`config.mk`:
```
export PLATFORM = sky130hd
export DESIGN_NAME = kamacore_lsu
export DESIGN_NICKNAME = d
export VERILOG_FILES = /design/src/rtl/kamacore_pkg.sv /design/src/rtl/kamacore_lsu_align.sv /design/src/rtl/kamacore_lsu.sv
export SDC_FILE = /design/constraint.sdc
export NUM_CORES = 1
export LEC_CHECK = 0
export BUFFER_PORTS_ARGS = -buffer_cell sky130_fd_sc_hd__buf_2
export CAP_MARGIN = 20
export CORE_MARGIN = 3
export CORE_UTILIZATION = 45
export DETAILED_ROUTE_END_ITERATION = 16
export GPL_TIMING_DRIVEN = 1
export PLACE_DENSITY = 0.73
export REMOVE_ABC_BUFFERS = 1
export SLEW_MARGIN = 40
export SYNTH_ARGS = -nofsm -noshare
export SYNTH_HDL_FRONTEND = slang
export SYNTH_SLANG_ARGS = --single-unit
```
`constraint.sdc`:
```
create_clock -name clk -period 4.8 [get_ports clk]
set_clock_uncertainty 0.1 [all_clocks]
set_input_delay 1.2 -clock clk [delete_from_list [all_inputs] [get_ports clk]]
set_output_delay 1.2 -clock clk [all_outputs]
set_load 0.1 [all_outputs]
```
`src/rtl/kamacore_pkg.sv`:
```
// Shared constants and types for the kamacore load/store unit.
// Holds the data width, the load/store opcodes and funct3 codes, and the LSU state encoding.
package kamacore_pkg;

    localparam int CPU_WIDTH = 32;

    localparam logic [6:0] OPCODE_LOAD  = 7'b0000011;
    localparam logic [6:0] OPCODE_STORE = 7'b0100011;

    localparam logic [2:0] F3_LB  = 3'b000;
    localparam logic [2:0] F3_LH  = 3'b001;
    localparam logic [2:0] F3_LW  = 3'b010;
    localparam logic [2:0] F3_LBU = 3'b100;
    localparam logic [2:0] F3_LHU = 3'b101;

    localparam logic [2:0] F3_SB  = 3'b000;
    localparam logic [2:0] F3_SH  = 3'b001;
    localparam logic [2:0] F3_SW  = 3'b010;

    typedef enum logic [1:0] {
        IDLE     = 2'd0,
        REQ      = 2'd1,
        WAIT_RSP = 2'd2,
        DONE     = 2'd3
    } lsu_state_e;

endpackage

```
`src/rtl/kamacore_lsu_align.sv`:
```
// Byte-lane logic for the LSU: fault detection, write strobes, replicated store data,
// and load lane extraction with sign or zero extension.
module kamacore_lsu_align
    import kamacore_pkg::*;
(
    input  logic [6:0]           opcode,
    input  logic [2:0]           funct3,
    input  logic [1:0]           addr,
    input  logic [CPU_WIDTH-1:0] store_data,
    input  logic [CPU_WIDTH-1:0] rdata,
    output logic                 is_store,
    output logic                 fault,
    output logic [3:0]           wstrb,
    output logic [CPU_WIDTH-1:0] wdata,
    output logic [CPU_WIDTH-1:0] load_data
);

    logic [7:0]  lane_b;
    logic [15:0] lane_h;

    always_comb begin
        case (addr)
            2'd0:    lane_b = rdata[7:0];
            2'd1:    lane_b = rdata[15:8];
            2'd2:    lane_b = rdata[23:16];
            default: lane_b = rdata[31:24];
        endcase
        lane_h = addr[1] ? rdata[31:16] : rdata[15:0];
    end

    always_comb begin
        is_store  = (opcode == OPCODE_STORE);
        fault     = 1'b0;
        wstrb     = 4'b0000;
        wdata     = '0;
        load_data = '0;
        if (opcode == OPCODE_LOAD) begin
            case (funct3)
                F3_LB:  load_data = {{24{lane_b[7]}}, lane_b};
                F3_LBU: load_data = {24'b0, lane_b};
                F3_LH: begin
                    fault     = addr[0];
                    load_data = {{16{lane_h[15]}}, lane_h};
                end
                F3_LHU: begin
                    fault     = addr[0];
                    load_data = {16'b0, lane_h};
                end
                F3_LW: begin
                    fault     = (addr != 2'b00);
                    load_data = rdata;
                end
                default: fault = 1'b1;
            endcase
        end else if (is_store) begin
            case (funct3)
                F3_SB: begin
                    wstrb = 4'b0001 << addr;
                    wdata = {4{store_data[7:0]}};
                end
                F3_SH: begin
                    fault = addr[0];
                    wstrb = 4'b0011 << {addr[1], 1'b0};
                    wdata = {2{store_data[15:0]}};
                end
                F3_SW: begin
                    fault = (addr != 2'b00);
                    wstrb = 4'b1111;
                    wdata = store_data;
                end
                default: fault = 1'b1;
            endcase
        end else begin
            fault = 1'b1;
        end
    end

endmodule

```
`src/rtl/kamacore_lsu.sv`:
```
// Single-outstanding load/store unit: accepts one access from execute, runs one memory
// transaction, and returns the result (or a fault) on the writeback port.
module kamacore_lsu
    import kamacore_pkg::*;
(
    input  logic                 clk,
    input  logic                 rst_n,
    input  logic                 req_valid,
    output logic                 req_ready,
    input  logic [CPU_WIDTH-1:0] instruction,
    input  logic [CPU_WIDTH-1:0] alu_result,
    input  logic [CPU_WIDTH-1:0] store_data,
    output logic                 mem_req_valid,
    input  logic                 mem_req_ready,
    output logic [CPU_WIDTH-1:0] mem_addr,
    output logic                 mem_we,
    output logic [3:0]           mem_wstrb,
    output logic [CPU_WIDTH-1:0] mem_wdata,
    input  logic                 mem_rsp_valid,
    input  logic [CPU_WIDTH-1:0] mem_rdata,
    output logic                 wb_valid,
    input  logic                 wb_ready,
    output logic                 wb_we,
    output logic [4:0]           wb_rd,
    output logic [CPU_WIDTH-1:0] wb_data,
    output logic                 wb_fault,
    output lsu_state_e           state
);

    // Handshakes: a transfer happens on a rising edge where valid and ready are both high;
    // once valid is raised, it and its payload stay unchanged until that edge.
    // mem_rsp_valid is a one-cycle pulse with no ready, honoured only in WAIT_RSP.

    logic [6:0]           lat_opcode;
    logic [2:0]           lat_funct3;
    logic [1:0]           lat_addr;

    logic [6:0]           a_opcode;
    logic [2:0]           a_funct3;
    logic [1:0]           a_addr;
    logic                 a_is_store;
    logic                 a_fault;
    logic [3:0]           a_wstrb;
    logic [CPU_WIDTH-1:0] a_wdata;
    logic [CPU_WIDTH-1:0] a_load_data;

    logic                 unused_instr_bits;
    assign unused_instr_bits = ^instruction[31:15];

    // Decode the incoming access while idle, the latched one while it is in flight.
    always_comb begin
        if (state == IDLE) begin
            a_opcode = instruction[6:0];
            a_funct3 = instruction[14:12];
            a_addr   = alu_result[1:0];
        end else begin
            a_opcode = lat_opcode;
            a_funct3 = lat_funct3;
            a_addr   = lat_addr;
        end
    end

    kamacore_lsu_align u_align (
        .opcode     (a_opcode),
        .funct3     (a_funct3),
        .addr       (a_addr),
        .store_data (store_data),
        .rdata      (mem_rdata),
        .is_store   (a_is_store),
        .fault      (a_fault),
        .wstrb      (a_wstrb),
        .wdata      (a_wdata),
        .load_data  (a_load_data)
    );

    always_ff @(posedge clk) begin
        if (!rst_n) begin
            state         <= IDLE;
            req_ready     <= 1'b1;
            mem_req_valid <= 1'b0;
            mem_addr      <= '0;
            mem_we        <= 1'b0;
            mem_wstrb     <= 4'b0000;
            mem_wdata     <= '0;
            wb_valid      <= 1'b0;
            wb_we         <= 1'b0;
            wb_rd         <= 5'd0;
            wb_data       <= '0;
            wb_fault      <= 1'b0;
            lat_opcode    <= 7'd0;
            lat_funct3    <= 3'd0;
            lat_addr      <= 2'd0;
        end else begin
            case (state)
                IDLE: begin
                    if (req_valid) begin
                        lat_opcode <= instruction[6:0];
                        lat_funct3 <= instruction[14:12];
                        lat_addr   <= alu_result[1:0];
                        wb_rd      <= instruction[11:7];
                        req_ready  <= 1'b0;
                        if (a_fault) begin
                            state    <= DONE;
                            wb_valid <= 1'b1;
                            wb_fault <= 1'b1;
                            wb_we    <= 1'b0;
                            wb_data  <= '0;
                        end else begin
                            state         <= REQ;
                            mem_req_valid <= 1'b1;
                            mem_addr      <= {alu_result[CPU_WIDTH-1:2], 2'b00};
                            mem_we        <= a_is_store;
                            mem_wstrb     <= a_wstrb;
                            mem_wdata     <= a_wdata;
                            wb_fault      <= 1'b0;
                        end
                    end
                end
                REQ: begin
                    if (mem_req_ready) begin
                        mem_req_valid <= 1'b0;
                        state         <= WAIT_RSP;
                    end
                end
                WAIT_RSP: begin
                    // Stores complete on this acknowledge too; they just write nothing back.
                    if (mem_rsp_valid) begin
                        state    <= DONE;
                        wb_valid <= 1'b1;
                        wb_fault <= 1'b0;
                        if (lat_opcode == OPCODE_LOAD) begin
                            wb_we   <= (wb_rd != 5'd0);
                            wb_data <= a_load_data;
                        end else begin
                            wb_we   <= 1'b0;
                            wb_data <= '0;
                        end
                    end
                end
                DONE: begin
                    if (wb_ready) begin
                        wb_valid  <= 1'b0;
                        req_ready <= 1'b1;
                        state     <= IDLE;
                    end
                end
                default: state <= IDLE;
            endcase
        end
    end

endmodule

```
==> impl_summary.md <==
Critical path
By instance count, the cell type seen most on the critical path is buf_4. The kind of end point of the critical path is a flip-flop. The worst setup path is of the flip-flop to flip-flop kind.

Data arrives at the worst endpoint at approximately 3.8 ns. For flop-to-flop paths, the worst setup slack is 1.19 ns. In this run the worst path has a maximum fanout of 27. The delay of the slowest cell on the worst path is 0.73 ns. The data required time at the worst endpoint is 5.03 ns. In this run the critical register-to-register path is captured at wb_data[17]. The critical path goes through inv_1 > ha_1 > buf_4 > nand3_1 > o21ai_1 > nor4_4 > buf_4 > or3_2 > buf_12 > o31ai_2. The worst setup path is launched from a flip-flop. The origin of the critical flop-to-flop path is state[1].

Among all stages on the critical path, the largest delay is contributed by or3_2. Counting both buffers and inverters, the worst setup path holds a total of 4. The dominant delay contributor by cell family on the critical path is buffers and inverters. For the worst flop-to-flop path, the logic depth is 10.

Routing
Summing over every cut layer, the via total after detailed routing is 6229. The length of the first detailed-routing pass in iterations is 5. The post-detailed-routing wire length is 19400 µm. In this run, the number of DRC markers left after iteration 0 of detailed routing was ~480.

The DRC violations left is 0. The via density per instance is slightly below 6. The remaining number of nets flagged by the antenna check after routing is 0. The average wire per standard cell is 17.9 µm.

Power and ir drop
In this run the static leakage power is around 0.0036 µW. The power density of the placed cells is between 500 and 600 nW/µm². VDD sags by at most 0.000327 V.

Floorplanning
For this configuration, the core starts out at a cell density of 0.468. The total die area is around 16000 µm². During I/O placement, the number of pins put on the boundary was 247. The floorplan has 43 rows. Measured along the x axis, the die boundary spans 127 µm.

The total area inside the core boundary comes to 14100 µm². The floorplan step set the die height to 127 µm.

Logic synthesis
The fraction of the yosys area taken by sequential cells is 0.372. In the synthesized netlist the dominant register cell turns out to be dfxtp_1. The cell taking the most area after synthesis is dfxtp_1. The mapped cell area is around 6600 µm².

The proportion of synthesized flip-flops having asynchronous set or reset is 0. The number of synthesized flops with an enable pin is 0. The mean instance size in the synthesized netlist is 9.64 µm². In the post-synthesis netlist, the biggest area contributors are dfxtp_1, mux2i_1, nand2_1. The register bit count reported by yosys is 123. The number of standard cells after synthesis is 687. For this run, the number of Yosys warnings is 0. Yosys mapped the design onto 70 distinct sky130hd cell types. The area share of the largest cell type after synthesis is 0.372.

Cells and area
In the layout the commonest cells are buf_2, dfxtp_1, nand2_1, mux2i_1, o311ai_0. Leaving out fill and tap cells, the most frequent cell in the layout is buf_2. For this run, the number of standard cells in the final layout without fillers is 1081.

The area of the multi-input gates is ~3700 µm². In the final design database the tool counted 1025 nets. Relative to the synthesized area, the layout overhead comes to 26.6%. The filler cells instantiated in the layout total 1248. Of the cells placed in the final design, the portion with a size suffix greater than 1 is 0.383. The final design instance area without fill is 8380 µm².

The area of all sequential standard cells is 2460 µm².

STA
The time the worst path needs with I/O delays and setup is 3.61 ns. The slew at the pin with the worst max-slew slack is 0.777 ns. Setup violations remaining at the end of the flow were counted as 0.

The hold violation total from the final report came to 0. The number of max-slew violations in the final report is 0. Setup repair after global routing left no endpoint under its margin.

The top achievable clock speed is 0.277 GHz. The portion of the clock cycle consumed by the worst path in the final layout is 0.751. The max-slew headroom at the worst pin is 0.478.

CTS
CTS built an H-tree with a depth of 4. The worst-skew pair later-pin latency is between 0.4 and 0.5 ns. Once the clock tree was built, the resizer swapped 0 gates to a different size. In this run the deepest clock path goes through 2 buffers. The root buffer cell chosen for the clock tree is clkbuf_16. Clock-pin slew was measured on the worst setup and hold paths at 0.06 ns. The CTS tree is built. The TritonCTS sink count is around 120. For this design, the CTS-stage hold fixing added 0 buffers. Buffers inserted during clock tree synthesis total 17. The number of setup buffers added after CTS is 0.

GRT
Entering global routing, the biggest net connects 67 pins. The via count of the first global-routing pass is 5963. The global-route total usage across every layer is 0.233. The number of antenna violations at the first check in global routing was 1. After global routing the overflow that remains totals 0.

The first global-routing pass estimated between 30000 and 40000 µm of wire.

Placed design
The congestion estimate from routability-driven global placement came to 0.773. The post-placement cell area is 7720 µm². The total instance count after detailed placement is 1046. The post-detailed-placement half-perimeter wirelength is 13100 µm.

The number of port buffers is between 200 and 250.

Flow run
Across the run, the number of max-cap violations was 0.

Min path
In this run the most critical hold path is launched from mem_addr[28]. The path class of the tightest hold or removal check is flip-flop to flip-flop. For hold timing, the worst endpoint is mem_addr[28]. The worst hold path was traced through 2 stages.

Run status
The flow ran to the end, and the final reports show no timing, DRC or antenna violations.
registers in the layout, summed over array words and instances, names as in the netlist:
signal / count
wb_we: 1
lat_opcode: 7
wb_valid: 1
state: 2
wb_data: 32
mem_req_valid: 1
lat_addr: 2
wb_fault: 1
mem_we: 1
mem_addr: 30
mem_wstrb: 4
lat_funct3: 3
mem_wdata: 32
wb_rd: 5
req_ready: 1
cell families (layout without fill, tap and decap cells):
family | Yosys count | after routing | synth area share
buffers and inverters | 78 | 290 | 0.0759
adders and majority gates | 4 | 4 | 0.00756
DFF | 123 | 123 | 0.372
and+or+nand+nor | 190 | 190 | 0.143
other | 1 | 3 | 0.000566
AOI/OAI and AO/OA | 221 | 221 | 0.294
muxes | 70 | 70 | 0.107
synthesized netlist by cell type (2+ instances only):
master / count
nor3b_1: 3
buf_12: 4
and3_1: 4
nor2_1: 12
nor4bb_1: 2
nor3b_2: 2
nor2b_1: 14
nand2_1: 120
a221oi_1: 12
nand3_1: 2
a221oi_2: 13
mux2i_1: 66
nand2b_1: 3
nor4b_1: 3
buf_2: 11
o21ai_0: 21
clkbuf_1: 30
o211ai_1: 3
a22oi_1: 15
buf_6: 12
o221ai_2: 2
buf_4: 8
a32oi_1: 2
a21oi_1: 6
o21ai_1: 13
o22ai_1: 8
nor3_1: 4
or2_1: 2
o2bb2ai_1: 22
ha_1: 4
o311ai_0: 25
o31ai_2: 21
o21a_1: 3
mux2_2: 2
inv_1: 12
a22o_1: 21
and2_1: 2
or2_2: 4
dfxtp_1: 123
a21boi_0: 18
o31ai_1: 4
power breakdown:
part | switching (µW) | internal [µW] | leakage (µW)
Clock | 482 | 886 | 0.000304
Combinational | 1220 | 594 | 0.00233
Sequential | 44.3 | 1070 | 0.000994
layout make-up:
type                       count  area share
sequential                   123       0.294
timing repair buffer         246       0.156
clock inverter                13      0.0225
tap                          180      0.0269
multi-input combinational    487       0.442
antenna                        1    0.000298
inverter                      12     0.00537
clock buffer                  19      0.0528
metrics by stage:
stage / setup TNS [ns] / total power, µW / hold WS, ns / util / setup slack [ns]
6_report: 0 / 4290 / 0.353 / 0.593 / 1.19
5_1_grt: 0 / 4510 / 0.370 / 0.592 / 0.994
4_1_cts: 0 / 4300 / 0.355 / 0.591 / 1.24
3_5_place_dp: 0 / 2930 / 0.341 / 0.546 / 0.916
3_3_place_gp: 0 / 2890 / 0.340 / 0.544 / 0.978
2_1_floorplan: -0.760 / 2400 / 0.338 / - / -0.0610
tightest hold or removal path, delay by kind of cell (launching register included):
| family | cells | cell delay [ns] |
|---|---|---|
| flops | 1 | 0.31 |
| mux | 1 | 0.05 |
| simple gates | 1 | 0.05 |
worst max path at each step:
| stage | slack (ns) | endpoint | depth (start not counted) | startpoint |
|---|---|---|---|---|
| finish | 1.19 | wb_data[17] | 10 | state[1] |
| global route | 0.99 | wb_data[7] | 10 | state[1] |
| CTS | 1.24 | wb_data[17] | 10 | state[1] |
| detailed placement | 0.92 | wb_data[2] | 8 | instruction[2] |
| global placement | 0.98 | wb_data[3] | 8 | instruction[2] |
| floorplan | -0.06 | wb_data[0] | 7 | state[0] |
routing by layer:
| layer | track usage | share of wire |
|---|---|---|
| met4 | 0.0574 | 0.012 |
| met5 | 0 | 0.00067 |
| met1 | 0.304 | 0.43 |
| met2 | 0.373 | 0.47 |
| met3 | 0.0757 | 0.088 |
Note: power is estimated with default switching activity, not from simulation.
